<file path="config.mk">
export PLATFORM = sky130hd
export DESIGN_NAME = fsm_step_ctrl
export DESIGN_NICKNAME = d
export VERILOG_FILES = /design/src/rtl/fsm_step_ctrl_pkg.sv /design/src/rtl/fsm_step_ctrl_btn_debounce.sv /design/src/rtl/fsm_step_ctrl.sv
export SDC_FILE = /design/constraint.sdc
export NUM_CORES = 1
export LEC_CHECK = 0
export CAP_MARGIN = 30
export CORE_ASPECT_RATIO = 1.4
export CORE_MARGIN = 4
export CORE_UTILIZATION = 40
export CTS_CLUSTER_DIAMETER = 50
export DETAILED_ROUTE_END_ITERATION = 8
export HOLD_SLACK_MARGIN = 0.05
export PLACE_DENSITY_LB_ADDON = 0.2
export SETUP_SLACK_MARGIN = 0.3
export SYNTH_ARGS = -nofsm -noshare
export SYNTH_HDL_FRONTEND = slang
export SYNTH_SLANG_ARGS = --single-unit
</file>
<file path="constraint.sdc">
create_clock -name Clk -period 5.45 [get_ports Clk]
set_clock_uncertainty 0.15 [all_clocks]
set_input_delay 1.09 -clock Clk [delete_from_list [all_inputs] [get_ports Clk]]
set_output_delay 1.09 -clock Clk [all_outputs]
set_load 0.01 [all_outputs]
</file>
<file path="src/rtl/fsm_step_ctrl_pkg.sv">
// Shared types and defaults for the step controller that drives the paired
// sequence-detector FSMs.
package fsm_step_ctrl_pkg;

   localparam int unsigned DEBOUNCE_CYCLES_DEF = 16;
   localparam int unsigned PATTERN_LEN_DEF     = 8;

   typedef enum logic [2:0] {
      IDLE  = 3'd0,
      READY = 3'd1,
      PULSE = 3'd2,
      CHECK = 3'd3,
      DONE  = 3'd4
   } stepState_t;

   // True while a pattern is being played back.
   function automatic logic isPlaying(input stepState_t s);
      return (s == READY) || (s == PULSE) || (s == CHECK);
   endfunction

   // A new pattern may only be taken when no playback is in progress.
   function automatic logic canLoad(input stepState_t s);
      return (s == IDLE) || (s == DONE);
   endfunction

endpackage

</file>
<file path="src/rtl/fsm_step_ctrl_btn_debounce.sv">
// Button debouncer: 2-flop synchronizer, consecutive-sample filter, and a
// one-cycle press pulse on each accepted 0->1 level change.
module btn_debounce
   import fsm_step_ctrl_pkg::*;
#(
   parameter int unsigned DEBOUNCE_CYCLES = DEBOUNCE_CYCLES_DEF
) (
   input  logic Clk,
   input  logic R,
   input  logic btn_in,
   output logic press
);

   localparam int unsigned CW = $clog2(DEBOUNCE_CYCLES + 1);

   logic [1:0]    syncQ;
   logic          stableQ;
   logic [CW-1:0] cntQ;

   always_ff @(posedge Clk or negedge R) begin
      if (!R) syncQ <= 2'b00;
      else    syncQ <= {syncQ[0], btn_in};
   end

   // Any sample equal to the stable level restarts the run of differing samples.
   always_ff @(posedge Clk or negedge R) begin
      if (!R) begin
         stableQ <= 1'b0;
         cntQ    <= '0;
         press   <= 1'b0;
      end else begin
         press <= 1'b0;
         if (syncQ[1] == stableQ) begin
            cntQ <= '0;
         end else if (cntQ == CW'(DEBOUNCE_CYCLES - 1)) begin
            stableQ <= ~stableQ;
            cntQ    <= '0;
            press   <= ~stableQ;
         end else begin
            cntQ <= cntQ + CW'(1);
         end
      end
   end

endmodule

</file>
<file path="src/rtl/fsm_step_ctrl.sv">
// Plays a loaded w pattern into the two detector FSMs one step at a time and
// latches the first step where their Z outputs disagree.
module fsm_step_ctrl
   import fsm_step_ctrl_pkg::*;
#(
   parameter  int unsigned DEBOUNCE_CYCLES = DEBOUNCE_CYCLES_DEF,
   parameter  int unsigned PATTERN_LEN     = PATTERN_LEN_DEF,
   localparam int unsigned IW              = $clog2(PATTERN_LEN)
) (
   input  logic                   Clk,
   input  logic                   R,
   input  logic                   step_btn,
   input  logic                   run,
   input  logic                   load,
   input  logic [PATTERN_LEN-1:0] pattern,
   input  logic                   z_bin,
   input  logic                   z_onehot,
   output logic                   w,
   output logic                   step_en,
   output logic [IW-1:0]          idx,
   output logic                   busy,
   output logic                   done,
   output logic                   mismatch,
   output logic [IW-1:0]          err_idx
);

   stepState_t             stateQ, stateNext;
   logic [PATTERN_LEN-1:0] patQ;
   logic                   press;
   logic                   lastStep;
   logic                   stepEnNext, busyNext, doneNext;

   btn_debounce #(.DEBOUNCE_CYCLES(DEBOUNCE_CYCLES)) u_debounce (
      .Clk    (Clk),
      .R      (R),
      .btn_in (step_btn),
      .press  (press)
   );

   assign lastStep = (idx == IW'(PATTERN_LEN - 1));

   always_ff @(posedge Clk or negedge R) begin
      if (!R) stateQ <= IDLE;
      else    stateQ <= stateNext;
   end

   always_comb begin
      stateNext = stateQ;
      case (stateQ)
         IDLE, DONE: if (load)          stateNext = READY;
         READY:      if (press || run)  stateNext = PULSE;
         PULSE:                         stateNext = CHECK;
         CHECK:                         stateNext = lastStep ? DONE : READY;
         default:                       stateNext = IDLE;
      endcase
   end

   // Flag outputs are decoded from the next state so they register alongside it.
   always_comb begin
      stepEnNext = (stateNext == PULSE);
      busyNext   = isPlaying(stateNext);
      doneNext   = (stateNext == DONE);
      w          = 1'b0;
      if (isPlaying(stateQ)) w = patQ[idx];
   end

   always_ff @(posedge Clk or negedge R) begin
      if (!R) begin
         step_en <= 1'b0;
         busy    <= 1'b0;
         done    <= 1'b0;
      end else begin
         step_en <= stepEnNext;
         busy    <= busyNext;
         done    <= doneNext;
      end
   end

   // Pattern, step index and first-disagreement capture.
   always_ff @(posedge Clk or negedge R) begin
      if (!R) begin
         patQ     <= '0;
         idx      <= '0;
         mismatch <= 1'b0;
         err_idx  <= '0;
      end else if (canLoad(stateQ) && load) begin
         patQ     <= pattern;
         idx      <= '0;
         mismatch <= 1'b0;
         err_idx  <= '0;
      end else if (stateQ == CHECK) begin
         if ((z_bin != z_onehot) && !mismatch) begin
            mismatch <= 1'b1;
            err_idx  <= idx;
         end
         if (!lastStep) idx <= idx + IW'(1);
      end
   end

endmodule

</file>
-- Word-level counts from Yosys, hierarchy flattened
Index checks and enable logic that the tools add are counted.
- flip-flop bits (word level): 30
- bits of input ports: 15
- output and inout bits: 11
- logic and storage cells: 66
- add/sub/neg operators: 2
- magnitude comparators: 1
- eq/ne operators: 13
- mux-type cells: 20
- bitwise logic cells: 2
- reduce and logical (&&, ||, !) cells: 16
- operator list (cell ; count):
    3-bit two-way mux ; 9
    3-bit by 2-bit == test with 1-bit output, second input constant ; 4
    3-bit case mux with 4 select lines ; 1
    5-bit two-way mux ; 2
    3-bit == test, second input constant ; 3
    1-bit two-way mux ; 7
    3-bit by 1-bit == test with 1-bit output, second input constant ; 2
    1-bit logical OR ; 6
    2-bit AND reduction ; 3
    5-bit by 1-bit adder with 5-bit output, second input constant ; 1
    5-bit by 4-bit == test with 1-bit output, second input constant ; 1
    3-bit by 4-bit < comparator with 1-bit output, second input constant ; 1
    2-bit nonzero test ; 2
    3-bit by 1-bit adder with 3-bit output, second input constant ; 1
    1-bit binary-select mux with 3-bit select ; 1
    3-bit logical NOT ; 1
    1-bit logical AND ; 2
    2-bit by 1-bit inequality test with 1-bit output, second input constant ; 1
    1-bit inverter ; 2
    2-bit OR reduction ; 1
    1-bit == test ; 1
    1-bit logical NOT ; 1
    1-bit inequality test ; 1

-- Longest topological paths before layout
Gate-level depths: netlist of run 1.
- depth after elaboration: 6
- depth in mapped cells: 5
- depth with buffers taken out: 5

-- Modules after synthesis
A second synthesis of run 1 with hierarchy kept.
- cell total of the unflattened synthesis: 105
- area total of the unflattened synthesis: 1343.8 sq um
- modules (own cells, without submodules) (module ; times used ; cells an instance ; area each (sq um) ; sequential area each (sq um)):
    fsm_step_ctrl ; 1 ; 80 ; 993.5 ; 525.5
    btn_debounce ; 1 ; 25 ; 350.3 ; 225.2

-- Worst setup path after synthesis of run 1
Ideal clock, no wire load.
- path kind: flip-flop to output port
- from: register idx[0]
- to: output port w
- data arrival time: 1.227 ns
- required time: 4.210 ns
- slack: 2.983 ns
- stages on the path, launching flop included: 4
- path buffers: 0
- path through: dfrtp_1 > mux4_2 > mux2i_1 > nor3_1
- longest elaborated chain between the ends: 3
- RTL lines (element ; line ; RTL):
    from (decl) ; fsm_step_ctrl.sv:20 ; output logic [IW-1:0] idx,
    from (signal assigned) ; fsm_step_ctrl.sv:96 ; if (!lastStep) idx <= idx + IW'(1);
    1-bit binary-select mux with 3-bit select ; fsm_step_ctrl.sv:64 ; if (isPlaying(stateQ)) w = patQ[idx];
    1-bit two-way mux (implied by the code) ; fsm_step_ctrl.sv:64 ;
    1-bit two-way mux ; fsm_step_ctrl.sv:64 ;
    to (decl) ; fsm_step_ctrl.sv:18 ; output logic w,
Every way passes these cells. The select of a mux whose other input is x is not followed.

-- Worst setup path in the final report of run 1
Ends and elaborated chain as after synthesis.

==> run_results.csv, run 1 <==
group,metric,value,unit
logic_synthesis,syn_area,1330,um^2
pwr,ir_drop,0.259,mV
route,via_count,897,
sta,finalCritPeriodShare,59.6,%
final_layout,drive_above_1_share,14.0,%
logic_synthesis,synthTopCellsByArea,"dfrtp_1 56%, mux2_2 5.1%, mux2i_1 4.5%, mux2_4 3.4%, mux4_2 3.4%",
placement,gp_congestion,0.767,
die,die_x,56.8,um
logic_synthesis,synth.top_cell.area_share,56.4,%
placement,place_inst,167,
setup_path,crit_chain,"mux4_2 > mux2i_1 > nor3_1 > clkdlybuf4s50_1",
setup_path,cp_slowest_cell,"mux4_2",
die,start_util,42.2,%
worst_hold_path,hold_start,"u_debounce.syncQ[0]",
placement,dp_hpwl,1750,um
setup_path,rrSetupSlack,3.27,ns
route,drt_iter0_drc,17,
global_route,grt_usage,12.9,%
outcome,status,"completed",
die,die_h,76.3,um
sta,min_period,3.25,ns
die,dieArea,4330,um^2
final_layout,area_growth,27.3,%
logic_synthesis,synth_compound_area_share,5.64,%
sta,max_slew.worst_pin.slew,0.812,ns
sta,rsz0062_at_grt,"no",
pwr,powerDensity,478,nW/um^2
clock_tree,cts_setup_buffers,0,
clock_tree,clockBufferDepth,2,
sta,setup_tns,0,ns
route,drc_errors,0,
pwr,leakagePower,0.749,nW
clock_tree,cts_inserted_buffers,5,
logic_synthesis,synth-simple-area-share,12.2,%
global_route,grt_pass1_vias,975,
setup_path,crit_family,"multiplexers",
logic_synthesis,synth-seq-area-share,56.4,%
logic_synthesis,synth_flop_cell,"dfrtp_1",
sta,slew_headroom,45.1,%
clock_tree,cts-root-buf,"clkbuf_8",
sta,hold_violations,0,
setup_path,crit_arrival,2.01,ns
setup_path,crit_path_start_kind,"flop",
setup_path,path_class,"reg2out",
setup_path,worstSetupPathDepth,4,
route,antenna_left,0,
final_layout,stdcell_count,175,
logic_synthesis,synth_adder_area_share,2.82,%
logic_synthesis,synth.most_common_cell,"dfrtp_1",
setup_path,r2r.worst_path.cells,4,
clock_tree,cts_resized,0,
logic_synthesis,synth_top_family_by_area,"multiplexers",
logic_synthesis,synth_edf_count,0,
global_route,grt_max_degree,31,
logic_synthesis,synthArstFlopShare,100,%
route,firstDrtPassIters,4,
pwr,power,0.810,mW
setup_path,r2r-end,"idx[0]",
setup_path,crit_path_max_fanout,7,
setup_path,cp.required,4.21,ns
logic_synthesis,synth_area_leader_cell,"dfrtp_1",
global_route,antenna_found_initial,0,
clock_tree,clk_pin_slew,0.06,ns
sta,maxSlewViolCount,0,
route,viasPerCell,5.13,
die,ios,26,
logic_synthesis,yosysUniqueCellTypes,32,
job,maxCapViolCount,0,
worst_hold_path,min_path_type,"reg2reg",
logic_synthesis,synth.top_cells.by_count,"30 x dfrtp_1, 8 x nand2_1, 7 x nor2_1",
logic_synthesis,synth_warnings,0,
sta,fmax,308,MHz
setup_path,rr_startpoint,"idx[0]",
placement,io_buffers,25,
logic_synthesis,synthMuxAreaShare,16.4,%
die,rows,24,
clock_tree,cts_tree,"yes",
clock_tree,cts_max_level,2,
setup_path,endpoint_kind,"primary output",
route,drt_wl_total,2480,um
logic_synthesis,synth_xor_area_share,2.63,%
setup_path,path_buf_inv,1,
final_layout,fillers,286,
worst_hold_path,hold_end,"u_debounce.syncQ[1]",
logic_synthesis,syn_inst,106,
worst_hold_path,holdPathStages,0,
final_layout,finish.utilization,53.8,%
clock_tree,insertion_delay,0.28,ns
logic_synthesis,syn_avg_cell_area,12.6,um^2
final_layout,fin_nets,153,
sta,setup_violations,0,
clock_tree,hold_buffers,0,
logic_synthesis,synth_nets,124,
route,post_drt_wl_per_cell,14.2,um
clock_tree,clock_sinks,30,
final_layout,antenna_cells,0,
global_route,grt_pass1_wl,4330,um
global_route,grt_overflow,0,
die,coreArea,3150,um^2
logic_synthesis,synth_seq_cells,30,
setup_path,critPathMaxStageDelay,0.54,ns
-- final cells by class --
type	count	area, um^2	area share [%]
repair buffers	26	258	15.2
clock buffers	7	86.3	5.09
flip-flops and latches	30	751	44.3
well taps	39	48.8	2.88
multi-input cells	67	528	31.1
clock inverters	1	5.00	0.295
inverters	5	18.8	1.11
-- through the flow --
| step | setup slack (ns) | area (um^2) | hold WS (ns) |
|---|---|---|---|
| detailed placement | 2.46 | 1600 | 0.198 |
| floorplan | 2.98 | 1330 | 0.181 |
| global route | 2.08 | 1700 | 0.213 |
| global placement | 2.48 | 1600 | 0.185 |
| finish | 2.20 | 1700 | 0.209 |
| CTS | 2.14 | 1700 | 0.213 |
-- report_power, final --
group,switching (mW),internal (mW)
registers,0.0702,0.288
clock network,0.0791,0.102
logic,0.0998,0.171
-- cells in the final DEF (no fill, tap or decap), types with 3 or more instances in the layout --
master           count
clkbuf_8             6
clkdlybuf4s50_1     25
dfrtp_1             30
ha_1                 3
inv_1                5
mux2_2               6
mux2_4               3
mux2i_1              6
nand2_1              8
nor2_1               7
nor3_1               3
o21ai_0              4
xor2_1               3
-- registers in the layout, indices dropped and copies added (netlist names) --
signal              count
u_debounce.stableQ      1
step_en                 1
idx                     3
patQ                    8
done                    1
mismatch                1
u_debounce.cntQ         5
stateQ                  3
u_debounce.press        1
err_idx                 3
u_debounce.syncQ        2
busy                    1
-- how the worst max path moves through the flow --
| stage | from | endpoint | slack, ns |
|---|---|---|---|
| after CTS | idx[0] | w | 2.14 |
| after global placement | idx[0] | w | 2.48 |
| after detailed placement | idx[0] | w | 2.46 |
| after floorplan | idx[0] | w | 2.98 |
| after global routing | idx[0] | w | 2.08 |
| final | idx[0] | w | 2.20 |
-- cells by family (layout without fill, tap and decap cells) --
logic type                 count (synthesis)  in the layout
and+or+nand+nor                           31             31
xor gates and xnor gates                   4              4
adders and majority gates                  3              3
muxes                                     17             17
DFF                                       30             30
buffers and inverters                      9             39
AOI/OAI and AO/OA                         12             12
-- routing by layer --
| layer | wire (um) | global-route usage [%] |
|---|---|---|
| met1 | 1040 | 14.2 |
| met2 | 1270 | 21.3 |
| met3 | 113 | 4.41 |
| met4 | 54 | 7.19 |
| met5 | 0 | 0 |
No activity file was read; power rests on OpenSTA's default activity.
==> inputs of run 2 (changes only) <==
==> constraint.sdc (replaced) <==
create_clock -name Clk -period 2.85 [get_ports Clk]
set_clock_uncertainty 0.15 [all_clocks]
set_input_delay 0.57 -clock Clk [delete_from_list [all_inputs] [get_ports Clk]]
set_output_delay 0.57 -clock Clk [all_outputs]
set_load 0.01 [all_outputs]
==> run_results.csv, run 2 (same netlist as run 1, synthesis figures left out) <==
group,metric,value,unit
worst_hold_path,min_path_type,"reg2reg",
setup_path,cp.required,2.13,ns
placement,dpl-instance-area,1610,um^2
pwr,power_switching,0.476,mW
die,dieArea,4330,um^2
sta,maxSlewViolCount,0,
final_layout,layout_common_cells,"29 x dfrtp_1, 24 x clkdlybuf4s50_1, 8 x nand2_1",
outcome,status,"completed",
clock_tree,cts_max_level,2,
setup_path,critPathMaxStageDelay,0.50,ns
placement,io_buffers,25,
sta,fmax,416,MHz
setup_path,endpoint_kind,"primary output",
sta,slew_headroom,60.3,%
sta,rsz0062_at_grt,"no",
clock_tree,cts_tree,"yes",
route,viasPerCell,4.97,
placement,dp_slack,0.386,ns
pwr,power,1.56,mW
route,post_drt_wl_per_cell,13.7,um
route,drt_iter0_drc,15,
final_layout,multi_input_area,528,um^2
pwr,p_int,1.09,mW
pwr,leakagePower,0.765,nW
die,start_util,42.2,%
setup_path,crit_arrival,1.69,ns
route,drt_wl_total,2430,um
placement,place_inst,168,
sta,max_slew.worst_pin.slew,0.596,ns
clock_tree,cts_inserted_buffers,5,
setup_path,crit_chain,"mux4_2 > mux2i_1 > nor3_1 > dlygate4sd2_1",
final_layout,largest_register_ffs,8,
global_route,antenna_found_initial,0,
final_layout,largest-register,"patQ",
die,ios,26,
die,coreArea,3150,um^2
route,antenna_left,0,
sta,setup_tns,0,ns
pwr,ir_drop,0.506,mV
sta,min_period,2.41,ns
setup_path,crit_path_max_fanout,4,
die,die_x,56.8,um
global_route,grt_usage,12.8,%
global_route,grt_pass1_vias,959,
pwr,clockPowerShare,22.2,%
final_layout,final_common_cell,"dfrtp_1",
final_layout,reg_top3,"patQ: 8 flops, u_debounce.cntQ: 5 flops",
pwr,power_frac_comb,34.5,%
clock_tree,clock_sinks,30,
global_route,grt_overflow,0,
route,firstDrtPassIters,4,
clock_tree,insertion_delay,0.28,ns
route,via_count,884,
global_route,grt_pass1_wl,4280,um
pwr,powerDensity,909,nW/um^2
final_layout,final-seq-area,752,um^2
final_layout,drive_above_1_share,16.5,%
route,drc_errors,0,
final_layout,antenna_cells,0,
final_layout,area_growth,29.0,%
final_layout,postLayoutCellArea,1720,um^2
clock_tree,clockBufferDepth,2,
clock_tree,clk_pin_slew,0.06,ns
sta,hold_violations,0,
die,die_h,76.3,um
sta,timing.final.ws_setup,0.445,ns
clock_tree,hold_buffers,0,
placement,dp_hpwl,1710,um
pwr,switching_share,30.5,%
global_route,grt_max_degree,31,
clock_tree,cts-root-buf,"clkbuf_8",
sta,setup_violations,0,
setup_path,path_class,"reg2out",
sta,finalCritPeriodShare,84.4,%
final_layout,fillers,297,
final_layout,fin_nets,156,
job,maxCapViolCount,0,
final_layout,stdcell_count,178,
pwr,seqPwrFrac,43.3,%
setup_path,crit_path_start_kind,"flop",
placement,gp_congestion,0.752,
setup_path,cp_slowest_cell,"mux4_2",
die,rows,24,
==> run 2: cell count changes in the layout (fill, tap and decap cells not counted), sizes merged <==
cell	previous run	this run
dlygate4sd2	0	1
buf	1	4
clkdlybuf4s50	25	24
==> run 2: worst paths after layout <==
| check | endpoint | slack (ns) | cells past startpoint | start |
|---|---|---|---|---|
| worst max-delay path | w | 0.44 | 4 | idx[0] |
| worst min-delay path | u_debounce.syncQ[1] | 0.20 | 0 | u_debounce.syncQ[0] |
| worst max register to register | idx[0] | 0.96 | 6 | idx[0] |
| worst min register to register | u_debounce.syncQ[1] | 0.20 | 0 | u_debounce.syncQ[0] |
| max in group asynchronous | idx[0] | 1.72 | 2 | R |
| min in group asynchronous | u_debounce.syncQ[1] | 0.53 | 2 | R |
==> run 2: layer usage <==
layer,routed length [um],vias to the layer above,track usage (%)
met3,137,7,4.75
li1,-,434,-
met2,1220,20,21.1
met5,0,-,0
met4,62,0,6.96
met1,1010,423,14.0
==> run 2: worst max-delay path, delay by kind of cell (launching register included) <==
kind | cells | cell delay (ns)
flops | 1 | 0.41
buf+inv | 1 | 0.29
simple gates | 1 | 0.06
mux | 2 | 0.64
==> run 2: stage by stage <==
| step | utilization, % | hold slack [ns] |
|---|---|---|
| 2_1_floorplan | - | 0.124 |
| 3_3_place_gp | 51.1 | 0.185 |
| 3_5_place_dp | 51.1 | 0.185 |
| 4_1_cts | 54.5 | 0.200 |
| 5_1_grt | 54.5 | 0.220 |
| 6_report | 54.5 | 0.197 |
==> run 2: timing repair <==
action / 4_1_cts / 5_1_grt
setup endpoints to repair: 1 / 0
resized for setup: 2 / 0
buffers inserted: 2 / 0
==> run 2: layout make-up <==
cell class	count	area share, %
Inverter	5	1.09
Clock buffer	7	5.03
Tap cell	39	2.84
Sequential cell	30	43.8
Multi-Input combinational cell	67	30.7
Clock inverter	1	0.291
Timing Repair Buffer	29	16.2
==> run 2: power by group through the flow <==
stage	sequential [mW]	clock (mW)	combinational, mW
after floorplan	0.654	0	0.358
after global placement	0.682	0	0.524
after detailed placement	0.690	0	0.533
after CTS	0.679	0.362	0.550
after global routing	0.702	0.375	0.599
final	0.677	0.346	0.539
==> inputs of run 3 (changes only) <==
==> constraint.sdc (replaced) <==
create_clock -name Clk -period 2.4 [get_ports Clk]
set_clock_uncertainty 0.15 [all_clocks]
set_input_delay 0.48 -clock Clk [delete_from_list [all_inputs] [get_ports Clk]]
set_output_delay 0.48 -clock Clk [all_outputs]
set_load 0.01 [all_outputs]
==> run_results.csv, run 3 (same netlist as run 1, synthesis figures left out) <==
group,metric,value,unit
placement,dp_hpwl,1740,um
pwr,clockPowerShare,21.8,%
route,viasPerCell,4.99,
final_layout,final_common_cell,"dfrtp_1",
sta,hold_violations,0,
worst_hold_path,holdPathStages,0,
pwr,power_switching,0.573,mW
setup_path,crit_path_max_fanout,4,
pwr,switching_share,30.5,%
pwr,ir_drop,0.571,mV
outcome,status,"completed",
placement,io_buffers,25,
setup_path,crit_arrival,1.53,ns
final_layout,layout_common_cells,"29 x dfrtp_1, 24 x clkdlybuf4s50_1, 8 x nand2_1",
pwr,leakagePower,0.772,nW
setup_path,crit_path_start_kind,"flop",
setup_path,rrSetupSlack,0.51,ns
sta,max_slew.worst_pin.slew,0.566,ns
setup_path,timing.critical_path.from,"idx[0]",
clock_tree,cts_inserted_buffers,5,
route,via_count,898,
final_layout,area_growth,29.9,%
final_layout,antenna_cells,0,
sta,rsz0062_at_grt,"yes",
sta,maxSlewViolCount,0,
final_layout,final-seq-area,752,um^2
sta,finalCritPeriodShare,89.9,%
die,die_h,76.3,um
final_layout,multi_input_area,528,um^2
clock_tree,clock_sinks,30,
route,drt_iter0_drc,18,
route,firstDrtPassIters,4,
final_layout,fin_nets,158,
die,rows,24,
pwr,p_int,1.30,mW
pwr,seqPwrFrac,40.5,%
setup_path,path_class,"reg2out",
pwr,powerDensity,1080,nW/um^2
die,dieArea,4330,um^2
die,ios,26,
worst_hold_path,hold_start,"u_debounce.syncQ[0]",
clock_tree,cts-root-buf,"clkbuf_8",
setup_path,r2r.worst_path.cells,6,
placement,gp_congestion,0.795,
setup_path,endpoint_kind,"primary output",
sta,setup_tns,0,ns
die,coreArea,3150,um^2
final_layout,drive_above_1_share,18.4,%
final_layout,stdcell_count,180,
global_route,grt_max_degree,31,
worst_hold_path,min_path_type,"reg2reg",
sta,fmax,464,MHz
worst_hold_path,hold_end,"u_debounce.syncQ[1]",
clock_tree,clockBufferDepth,2,
die,start_util,42.2,%
global_route,grt_pass1_vias,960,
die,die_x,56.8,um
route,drt_wl_total,2470,um
setup_path,r2r-end,"idx[0]",
final_layout,largest-register,"patQ",
route,antenna_left,0,
route,post_drt_wl_per_cell,13.7,um
route,drc_errors,0,
placement,dp_slack,0.148,ns
sta,fin_hold_ws,0.201,ns
final_layout,reg_top3,"patQ: 8 flops, u_debounce.cntQ: 5 flops",
final_layout,largest_register_ffs,8,
sta,timing.final.ws_setup,0.243,ns
sta,slew_headroom,62.0,%
placement,place_inst,172,
clock_tree,clk_pin_slew,0.06,ns
clock_tree,cts_max_level,2,
global_route,grt_usage,12.8,%
clock_tree,hold_buffers,0,
clock_tree,cts_tree,"yes",
clock_tree,insertion_delay,0.28,ns
sta,min_period,2.16,ns
final_layout,fillers,282,
pwr,power_frac_comb,37.7,%
global_route,antenna_found_initial,0,
sta,setup_violations,0,
setup_path,rr_startpoint,"idx[0]",
job,maxCapViolCount,0,
global_route,grt_pass1_wl,4250,um
setup_path,cp.required,1.77,ns
global_route,grt_overflow,0,
## run 3: changes by cell type in the layout (fill, tap and decap cells not counted)
cell / previous run / this run
buf_2: 0 / 1
buf_4: 4 / 6
dlygate4sd2_1: 1 / 0
## run 3: power by group through the flow
stage | logic, mW | clock network (mW) | registers, mW
after global routing | 0.783 | 0.445 | 0.779
after global placement | 0.718 | 0 | 0.766
after detailed placement | 0.731 | 0 | 0.766
final | 0.707 | 0.408 | 0.759
after floorplan | 0.425 | 0 | 0.777
after CTS | 0.720 | 0.428 | 0.760
## run 3: final cells by class
type / instances / area share, %
timing repair buffer: 31 / 16.8
tap: 39 / 2.82
clock inverter: 1 / 0.289
clock buffer: 7 / 4.99
sequential: 30 / 43.5
inverter: 5 / 1.09
multi-input combinational: 67 / 30.5
## run 3: stage by stage
stage | utilization [%] | instance area (um^2) | total power, mW
finish | 54.8 | 1730 | 1.87
global route | 54.8 | 1730 | 2.01
CTS | 54.8 | 1730 | 1.91
detailed placement | 52.1 | 1640 | 1.50
global placement | 52.1 | 1640 | 1.48
floorplan | - | 1330 | 1.20
## run 3: worst max-delay path by stage
| stage | end | slack [ns] | cells after the start |
|---|---|---|---|
| 2_1_floorplan | idx[1] | 0.48 | 4 |
| 3_3_place_gp | w | 0.17 | 4 |
| 3_5_place_dp | w | 0.15 | 4 |
| 4_1_cts | w | 0.18 | 4 |
| 5_1_grt | w | 0.17 | 4 |
| 6_report | w | 0.24 | 4 |
## run 3: routing by layer
metal | vias up | track usage [%] | routed length, um | share of wire [%]
li1 | 437 | - | - | -
met1 | 433 | 14.5 | 1030 | 42
met2 | 22 | 21.2 | 1280 | 52
met3 | 6 | 4.75 | 112 | 4.5
met4 | 0 | 5.57 | 48 | 1.9
met5 | - | 0 | 0 | 0
## run 3: worst max-delay path, stage by stage (launching register included)
cell and delay, ns:
dfrtp_2 0.40, mux4_2 0.50, mux2i_1 0.15, nor3_1 0.05, buf_2 0.14
## run 3: what timing repair did
action,in CTS,in global routing
gates resized for setup,4,1
setup buffers,0,0
cloned,0,0
endpoints found under the setup margin,1,1
